### src/rtl/aap_prefetch.sv
// aap_prefetch: streams 16-bit words from synchronous instruction memory into a
// DEPTH-word circular buffer and hands 16/32-bit AAP instructions to decode.
//
// Ports:
//   clk, rst                 clock, synchronous active-high reset
//   i_ren, i_raddr, i_rdata  instruction memory (data one cycle after i_ren)
//   redirect, redirect_pc    flush buffer and restart fetch at a word address
//   instr_valid/ready        decode handshake
//   instr, instr_pc, len     assembled instruction, word address of w0, 32-bit flag
//   perf_stall               decode-starve counter
//
// Build option: define AAP_FETCH_PERF_EN to implement perf_stall; otherwise
// it is tied to zero and no counter exists.

module aap_prefetch #(
  parameter int ADDR_W = 24,
  parameter int DEPTH  = 4
) (
  input  logic              clk,
  input  logic              rst,
  output logic              i_ren,
  output logic [ADDR_W-1:0] i_raddr,
  input  logic [15:0]       i_rdata,
  input  logic              redirect,
  input  logic [ADDR_W-1:0] redirect_pc,
  output logic              instr_valid,
  input  logic              instr_ready,
  output logic [31:0]       instr,
  output logic [ADDR_W-1:0] instr_pc,
  output logic              instr_len,
  output logic [31:0]       perf_stall
);

  localparam int PW = (DEPTH > 1) ? $clog2(DEPTH) : 1;
  localparam int CW = $clog2(DEPTH + 1);

  logic [ADDR_W-1:0] fa_q, fa_d;
  logic [ADDR_W-1:0] hpc_q, hpc_d;
  logic [PW-1:0]     rd_q, rd_d;
  logic [PW-1:0]     wr_q, wr_d;
  logic [CW-1:0]     cnt_q, cnt_d;
  logic              inf_q, inf_d;
  logic [15:0]       buf_q [DEPTH];
  logic [15:0]       buf_d [DEPTH];

  logic [15:0] w0, w1;
  logic        is32;
  logic        hs;
  logic        push;
  logic [1:0]  pop_n;
  logic [CW:0] occ, lim;

  // Head of the buffer and instruction assembly.
  always_comb begin
    w0          = buf_q[rd_q];
    w1          = buf_q[rd_q + PW'(1)];
    is32        = w0[15];
    instr_valid = ((cnt_q != '0) & ~is32) | (cnt_q >= CW'(2));
    instr_len   = instr_valid & is32;
    instr       = '0;
    if (instr_valid) begin
      instr = is32 ? {w0, w1} : {w0, 16'h0000};
    end
    instr_pc    = hpc_q;
  end

  // Handshake in a redirect cycle is not a consume.
  always_comb begin
    hs    = instr_valid & instr_ready & ~redirect;
    pop_n = 2'd0;
    if (hs) begin
      pop_n = is32 ? 2'd2 : 2'd1;
    end
  end

  // Issue credit: occupied slots (stored + in flight) minus this cycle's pop
  // must leave room for one more word.
  always_comb begin
    occ     = {1'b0, cnt_q} + (CW+1)'(inf_q);
    lim     = (CW+1)'(DEPTH) + (CW+1)'(pop_n);
    i_ren   = ~rst & ~redirect & (occ < lim);
    i_raddr = fa_q;
  end

  // A response always lands in the cycle after its issue. If that cycle is a
  // redirect, the redirect branch below simply never writes it, so the stale
  // word is discarded without needing a separate drop flag.
  assign push = inf_q;

  always_comb begin
    fa_d  = fa_q;
    hpc_d = hpc_q;
    rd_d  = rd_q;
    wr_d  = wr_q;
    cnt_d = cnt_q;
    inf_d = inf_q;
    buf_d = buf_q;
    if (redirect) begin
      fa_d  = redirect_pc;
      hpc_d = redirect_pc;
      rd_d  = '0;
      wr_d  = '0;
      cnt_d = '0;
      inf_d = 1'b0;
    end else begin
      inf_d = i_ren;
      if (i_ren) begin
        fa_d = fa_q + ADDR_W'(1);
      end
      if (push) begin
        buf_d[wr_q] = i_rdata;
        wr_d        = wr_q + PW'(1);
      end
      rd_d  = rd_q + PW'(pop_n);
      hpc_d = hpc_q + ADDR_W'(pop_n);
      cnt_d = cnt_q + CW'(push) - CW'(pop_n);
    end
  end

  always_ff @(posedge clk) begin
    if (rst) begin
      fa_q  <= '0;
      hpc_q <= '0;
      rd_q  <= '0;
      wr_q  <= '0;
      cnt_q <= '0;
      inf_q <= 1'b0;
    end else begin
      fa_q  <= fa_d;
      hpc_q <= hpc_d;
      rd_q  <= rd_d;
      wr_q  <= wr_d;
      cnt_q <= cnt_d;
      inf_q <= inf_d;
    end
  end

  // Buffer storage is data only; outputs are masked while count is zero.
  always_ff @(posedge clk) begin
    buf_q <= buf_d;
  end

`ifdef AAP_FETCH_PERF_EN
  logic [31:0] perf_q, perf_d;

  always_comb begin
    perf_d = perf_q;
    if (instr_ready & ~instr_valid & (perf_q != 32'hFFFF_FFFF)) begin
      perf_d = perf_q + 32'd1;
    end
  end

  always_ff @(posedge clk) begin
    if (rst) begin
      perf_q <= '0;
    end else begin
      perf_q <= perf_d;
    end
  end

  assign perf_stall = perf_q;
`else
  assign perf_stall = '0;
`endif

endmodule
### config.mk
export PLATFORM = sky130hd
export DESIGN_NAME = aap_prefetch
export DESIGN_NICKNAME = d
export VERILOG_FILES = /design/src/rtl/aap_prefetch.sv
export SDC_FILE = /design/constraint.sdc
export NUM_CORES = 1
export LEC_CHECK = 0
export ABC_AREA = 1
export BUFFER_PORTS_ARGS = -buffer_cell sky130_fd_sc_hd__buf_4
export CORE_MARGIN = 2
export CORE_UTILIZATION = 45
export CTS_BUF_LIST = sky130_fd_sc_hd__clkbuf_2 sky130_fd_sc_hd__clkbuf_4 sky130_fd_sc_hd__clkbuf_8
export DETAILED_ROUTE_END_ITERATION = 10
export HOLD_SLACK_MARGIN = 0.15
export PLACE_DENSITY_LB_ADDON = 0.15
export SETUP_SLACK_MARGIN = 0.4
export SLEW_MARGIN = 10
export SYNTH_ARGS = -nofsm -noshare
export SYNTH_HDL_FRONTEND = slang
export SYNTH_SLANG_ARGS = --single-unit
### constraint.sdc
create_clock -name clk -period 5.9 [get_ports clk]
set_input_delay 0.295 -clock clk [delete_from_list [all_inputs] [get_ports clk]]
set_output_delay 0.295 -clock clk [all_outputs]
set_load 0.005 [all_outputs]
# == After elaboration in Yosys (flattened, before gate mapping) ==
# Index checks and enable logic that the tools add are counted.
# totals
input_bits,44
ff_bits,120
wordCells,59
output_inout_bits,115
# classes
order_cmp,6
n_addsub,9
bitwise_logic,13
reduce_logical,5
mux,16
# op_table
operator,count
two-way mux 16 bit,5
two-way mux 24 bit,3
binary-select mux 16 bit (select 2 bit),2
bitwise mux 64 bit,1
two-way mux 32 bit,2
demux 16 bit (select 2 bit),1
"adder 24 x 1 -> 24 bit, second input constant",1
adder 24 x 2 -> 24 bit,1
">= comparator 3 bit, second input constant",3
NOT 2 -> 3 bit,3
bitwise AND 1 bit,6
"adder 2 x 1 -> 2 bit, second input constant",2
adder 3 x 1 -> 4 bit,1
"adder 3 x 2 -> 4 bit, first input constant",1
less-than comparator 4 bit,1
two-way mux 2 bit,2
adder 3 x 1 -> 3 bit,1
">= comparator 3 x 2 -> 1 bit, second input constant",1
"less-than comparator 3 x 1 -> 1 bit, second input constant",1
NOT 1 bit,3
nonzero test 3 bit,1
subtractor 3 x 2 -> 3 bit,1
adder 2 bit,1
AND reduction 2 bit,1
4 further kinds,4

# == Longest topological paths before layout ==
# Gate-level depths: netlist of the first run.
# depth
ltp_word,15
mapped_depth,21
depth_no_buf,20

# == Worst setup path after synthesis of the first run ==
# Ideal clock, no wire load.
# synth_path
path_kind,register to register
start,reg rd_q[0]
end,reg hpc_q[20] (netlist: instr_pc[20])
stages_incl_launch_ff,22
path_slack_ns,2.966
setup_ns,0.116
required_ns,5.784
arrival_time_ns,2.817
path_cell_list,dfxtp_1 > buf_4 > inv_4 > nand2_1 > nand3_1 > nand3_1 > nand2_2 > inv_1 > nor3_1 > ha_1 > inv_1 > fa_1 > inv_1 > nand2_1 > nor4_4 > nand2_1 > nor2_2 > nand4_1 > nand2_1 > nand2_1 > o21ai_1 > nand2_1
# synth_between
elab_chain_len,12
# synth_rtl
item,line_no,rtl
start: declaration,39,"logic [PW-1:0] rd_q, rd_d;"
start signal: assignment,131,rd_q <= rd_d;
NOT 2 -> 3 bit (implied by the code),55,w0 = buf_q[rd_q];
binary-select mux 16 bit (select 2 bit),55,
two-way mux 16 bit (implied by the code) (2 in a row),55,
NOT 1 bit,58,instr_valid = ((cnt_q != '0) & ~is32) | (cnt_q >= CW'(2));
bitwise AND 1 bit,58,
OR 1 bit,58,
named net instr_valid,26,"output logic instr_valid,"
bitwise AND 1 bit (2 in a row),69,hs = instr_valid & instr_ready & ~redirect;
two-way mux 2 bit,71,if (hs) begin
adder 24 x 2 -> 24 bit,115,hpc_d = hpc_q + ADDR_W'(pop_n);
two-way mux 24 bit,98,if (redirect) begin
end signal: assignment,130,hpc_q <= hpc_d;
end: declaration,38,"logic [ADDR_W-1:0] hpc_q, hpc_d;"
# The timed path passes the listed nets, and every way through them passes these cells. The select of a mux whose other input is x is not followed.
# A chain may end at the register's enable or synchronous reset.

# == Final worst setup path of the first run ==
# layout_path
start,reg rd_q[1]
end,reg hpc_q[20] (netlist: instr_pc[20])
# layout_between
elab_chain_len,12
# layout_rtl
item,line_no
NOT 2 -> 3 bit (implied by the code) *,55
binary-select mux 16 bit (select 2 bit) *,55
two-way mux 16 bit (implied by the code) * (2 in a row),55
NOT 1 bit,58
bitwise AND 1 bit,58
OR 1 bit,58
bitwise AND 1 bit (2 in a row),69
two-way mux 2 bit *,71
adder 24 x 2 -> 24 bit *,115
two-way mux 24 bit *,98
# Mark *: on every way between the ends. The rest lies on a longest branch, timed or not. The select of a mux whose other input is x is not followed.

==> impl_metrics.yaml, run 1 <==
place:
  io_buffers: 126
  gp_congestion: 0.925
  hpwl_um: 12100
global_routing:
  grt_pass1_vias: 5419
  overflow: 0
  grt_max_degree: 79
  grt_pass1_wl_um: 28000
  antenna_found_initial: 0
  grt.total_usage: 0.224
die:
  initial_core_util: 0.459
  ios: 159
  dieArea_sq_um: 15700
  dieWidth_um: 125
  floorplan.rows: 44
  die_y_um: 125
  fp.coreArea_sq_um: 14500
sta:
  max_slew.worst_pin.slew_ns: 0.740
  skew_ns: 0.0110
  finalSetupViolations: 0
  final.period_utilization: 0.742
  slew_headroom: 0.506
  hold_viol_final: 0
  grt_setup_unrepaired: "no"
  holdWs_ns: 0.207
  min_period_ns: 4.38
  maxClockFrequency_mhz: 228
  tns_ns: 0
  drv_slew: 0
clock_network:
  clk_path_buf_depth: 2
  cts.sinks: 120
  ctsResizeCount: 0
  cts_tree: "yes"
  numCtsBuffers: 17
  cts_hold_buf: 36
  clock_latency_ns: 0.44
  clk_pin_slew_ns: 0.07
  post_cts_buffers: 0
  root_buffer: "clkbuf_8"
  htree_levels: 4
final_layout:
  n_antenna_cell: 0
  final_cell_mix: "nand2_1, buf_4, nor2_1"
  nets: 1039
  multi_input_area_sq_um: 3000
  areaGrowthSynthToFinish_pct: 24.4
  seq_area_sq_um: 3040
  layout_commonest_cell: "nand2_1"
  drive_gt1_frac: 0.188
  fill_cells: 1331
worst_setup_path:
  cp-start-kind: "register"
  crit_required_ns: 6.23
  crit_path_end_kind: "register"
  critical_path_class: "register to register"
  crit_fanout: 50
  arrival_ns: 4.71
  r2r_slack_ns: 1.52
logic_synthesis:
  synthTopCellsByArea: "edfxtp_1, dfxtp_1, nand2_1"
  yosysWarnings: 0
  synth_edf_count: 64
  synth_top_cell_area_share: 0.289
  synth-main-ff-cell: "edfxtp_1"
  yosysSeqAreaShare: 0.458
  synth_area_sq_um: 6640
  netlist_instances: 828
  yosysUniqueCellTypes: 39
  synthArstFlopShare: 0
  synth-seq-cells: 120
  yosysTopAreaCell: "edfxtp_1"
  synth_area_per_cell_sq_um: 8.02
routing:
  routed_wirelength_um: 17500
  vias: 6089
  viasPerCell: 5.18
  drtAntennaViolNets: 0
  drc: 0
  dr.first_iter.drc_count: 495
  drt-wirelength-per-cell_um: 14.9
  dr.pass1.iters: 6
power_and_ir_drop:
  vdd_drop_max_mv: 0.121
  p_leak_uw: 0.00352
  p_per_area_nw_per_um2: 213
outcome:
  outcome: "finished, final reports clean"
flow_run:
  maxCapViolCount: 0
worst_hold_path:
  min_path_type: "input pin to register"
synthesized netlist by cell type (2+ instances only):
library cell    n
xor2_1          9
nand3_1        68
fa_1            2
edfxtp_1       64
inv_2           6
buf_6           2
o21ai_0        67
nand2_1       163
xnor2_1        13
inv_4           2
nor2_2          2
o21ai_1        11
nand2_2         4
o22ai_1         5
a31oi_1        19
dfxtp_1        56
nand4_1        24
ha_1           14
nand3_2         4
buf_1           4
inv_1          72
buf_4          35
nor4_1          4
a21oi_1        46
clkbuf_1       27
nor2_1         73
nor3_1         16
o21bai_1        2
or2_2           2
nand3b_1        3
flip-flops by register name, indices dropped and copies added, names as in the netlist:
register and flops:
buf_q 64, rd_q 2, wr_q 2, cnt_q 3, inf_q 1, i_raddr 24, instr_pc 24
area by class of cell:
class | count | area share
multi-input combinational | 590 | 0.363
clock inverter | 13 | 0.00773
clock buffer | 19 | 0.0302
timing repair buffer | 170 | 0.165
inverter | 80 | 0.0370
sequential | 120 | 0.368
tap | 184 | 0.0279
report_power, final:
group	internal (uW)	total, uW	switching, uW
sequential	908	943	35.2
combinational	99.8	206	106
clock	286	610	325
total	1290	1760	466
stage by stage:
step | instances | setup WS, ns | total power, uW | cell area, sq um | utilization
5_1_grt | 1176 | 1.09 | 1830 | 8260 | 0.570
4_1_cts | 1176 | 1.61 | 1770 | 8260 | 0.570
3_3_place_gp | 1108 | 1.76 | 1140 | 7580 | 0.524
2_1_floorplan | 859 | 2.97 | 1060 | 6760 | -
6_report | 1176 | 1.52 | 1760 | 8260 | 0.570
3_5_place_dp | 1108 | 1.63 | 1140 | 7580 | 0.524
per-layer routing:
layer / vias up / global-route usage / routed length, um
li1: 3045 / - / -
met1: 2775 / 0.336 / 8460
met2: 249 / 0.323 / 7550
met3: 20 / 0.0539 / 1320
met4: 0 / 0.0582 / 220
met5: - / 0 / 0
cells by family after synthesis:
group	synth area share
flip-flops	0.458
adder cells (fa/ha/maj)	0.0324
buffers and inverters	0.107
AND/OR/NAND/NOR	0.253
other	0.000565
AO/OA/AOI/OAI	0.119
XOR/XNOR	0.0290
final timing paths:
kind | from | endpoint | cells past startpoint
worst min register to register | instr_pc[17] | instr_pc[17] | 2
worst min-delay path | redirect_pc[4] | instr_pc[4] | 3
worst max-delay path | rd_q[1] | instr_pc[20] | 20
worst max register to register | rd_q[1] | instr_pc[20] | 20
critical path, stage by stage (launching register included):
cell     delay (ns)
dfxtp_1        0.31
buf_4          0.40
inv_2          0.37
nand3_1        0.21
nand3_1        0.10
nand2_2        0.10
inv_1          0.30
nor3_1         0.48
ha_1           0.27
inv_1          0.06
fa_1           0.35
inv_1          0.07
nand2_1        0.14
nor4_4         0.34
nand2_1        0.13
nor2_2         0.20
nand4_1        0.13
nand2_1        0.10
nand2_1        0.05
o21ai_1        0.07
nand2_1        0.06
Power figures use the tool's default switching activity.
==> inputs of run 2 (changes only) <==
clock period = 4.5 ns   (was 5.9 ns; I/O delays follow)
==> run 2 against run 1 <==
  * Largest cell class unchanged
  * Critical path depth down 1
  * Via count up 0.77%
  * Combinational power up 33%
  * Global-route usage up 0.11 points
  * Cell count up 0.77%
  * Clock power up 55%
==> impl_metrics.yaml, run 2 (synthesis results as in run 1) <==
outcome:
  outcome: "finished, final reports clean"
sta:
  drv_slew: 0
  maxClockFrequency_mhz: 281
  finalSetupViolations: 0
  hold_viol_final: 0
  final.period_utilization: 0.790
  min_period_ns: 3.55
  tns_ns: 0
  worst_slack_ns: 0.947
  grt_setup_unrepaired: "no"
  holdWs_ns: 0.226
  skew_ns: 0.00955
  slew_headroom: 0.307
  max_slew.worst_pin.slew_ns: 1.04
worst_setup_path:
  crit_fanout: 32
  crit_required_ns: 4.83
  cp-start-kind: "register"
  critPathLaunch: "rd_q[1]"
  crit_path_end_kind: "register"
  arrival_ns: 3.89
  reg2reg_from: "rd_q[1]"
  r2r_slack_ns: 0.95
  critical_path_class: "register to register"
global_routing:
  grt_pass1_vias: 5435
  overflow: 0
  grt_pass1_wl_um: 28200
  antenna_found_initial: 0
  grt.total_usage: 0.225
  grt_max_degree: 77
clock_network:
  cts.sinks: 120
  clock_latency_ns: 0.43
  numCtsBuffers: 17
  root_buffer: "clkbuf_8"
  cts_tree: "yes"
  clk_pin_slew_ns: 0.07
  clk_path_buf_depth: 2
  htree_levels: 4
final_layout:
  design_area_sq_um: 8420
  largest_reg_flops: 64
  final_cell_mix: "nand2_1, buf_4, nor2_1"
  nets: 1048
  n_antenna_cell: 0
  areaGrowthSynthToFinish_pct: 26.8
  layout_commonest_cell: "nand2_1"
  top_register: "buf_q"
  drive_gt1_frac: 0.195
  instances_no_fill: 1185
place:
  dp_cells: 1112
  hpwl_um: 12200
  place_ws_ns: 0.533
  io_buffers: 126
  dpl_cell_area_sq_um: 7610
  gp_congestion: 0.886
worst_hold_path:
  min_path_type: "input pin to register"
  worstHoldStart: "redirect"
die:
  ios: 159
  dieWidth_um: 125
  fp.coreArea_sq_um: 14500
  dieArea_sq_um: 15700
  initial_core_util: 0.459
  die_y_um: 125
  floorplan.rows: 44
power_and_ir_drop:
  p_leak_uw: 0.00360
  p_per_area_nw_per_um2: 292
  vdd_drop_max_mv: 0.157
routing:
  vias: 6136
  dr.pass1.iters: 6
  drt-wirelength-per-cell_um: 15.0
  drc: 0
  dr.first_iter.drc_count: 450
  viasPerCell: 5.18
  routed_wirelength_um: 17800
  drtAntennaViolNets: 0
flow_run:
  maxCapViolCount: 0
## run 2: cell types whose count changed in the layout (fill, tap and decap cells not counted)
cell	previous run	this run
dfxtp_1	56	55
clkinv_4	0	2
inv_2	6	5
clkinv_2	6	4
inv_4	2	3
dfxtp_2	0	1
bufinv_16	0	2
clkinvlp_4	2	0
clkbuf_8	17	18
clkbuf_4	2	5
clkinv_1	5	1
buf_4	134	138
dlygate4sd3_1	36	41
## run 2: per-stage QoR
step / util / total power [uW]
after floorplan: - / 1390
after global placement: 0.526 / 1500
after detailed placement: 0.526 / 1500
after CTS: 0.581 / 2470
after global routing: 0.581 / 2560
final: 0.581 / 2460
## run 2: critical path: stages, from the launching register on
cell     delay, ns
dfxtp_2       0.58
inv_4         0.24
nand3_1       0.16
nand3_1       0.09
nand2_2       0.10
inv_1         0.06
nor3_1        0.31
ha_1          0.24
inv_1         0.05
fa_1          0.36
inv_1         0.08
nand2_1       0.14
nor4_4        0.31
nand2_1       0.13
nor2_2        0.19
nand4_1       0.14
nand2_1       0.10
nand2_1       0.06
o21ai_1       0.07
nand2_1       0.05
## run 2: path summary, 6_finish.rpt
kind | endpoint | depth (start not counted)
max reg2reg | instr_pc[20] | 19
min | instr_pc[15] | 3
min reg2reg | instr_pc[17] | 2
max | instr_pc[20] | 19
## run 2: cell type report
type                       count  area (sq um)
timing repair buffer         179          1450
inverter                      80           308
clock inverter                 9           101
clock buffer                  23           285
multi-input combinational    590          3000
fill                        1355          6060
tap                          184           230
sequential                   120          3040
## run 2: repair_timing
action | 4_1_cts | 5_1_grt
endpoints found under the hold margin | 112 | 0
endpoints found under the setup margin | 0 | 6
hold buffers | 41 | 0
setup buffers | 0 | 0
resized for setup | 0 | 3
## run 2: metal layers
layer  GRT usage  wire length, um  up-vias
li1            -                -     3064
met3      0.0385             1060       24
met2       0.324             7840      225
met4      0.0752              301        0
met5           0                0        -
met1       0.341             8600     2823
## run 2: where the power goes
part | internal (uW) | switching [uW] | total (uW)
Sequential | 1190 | 46.2 | 1240
Combinational | 135 | 140 | 275
Clock | 533 | 414 | 947
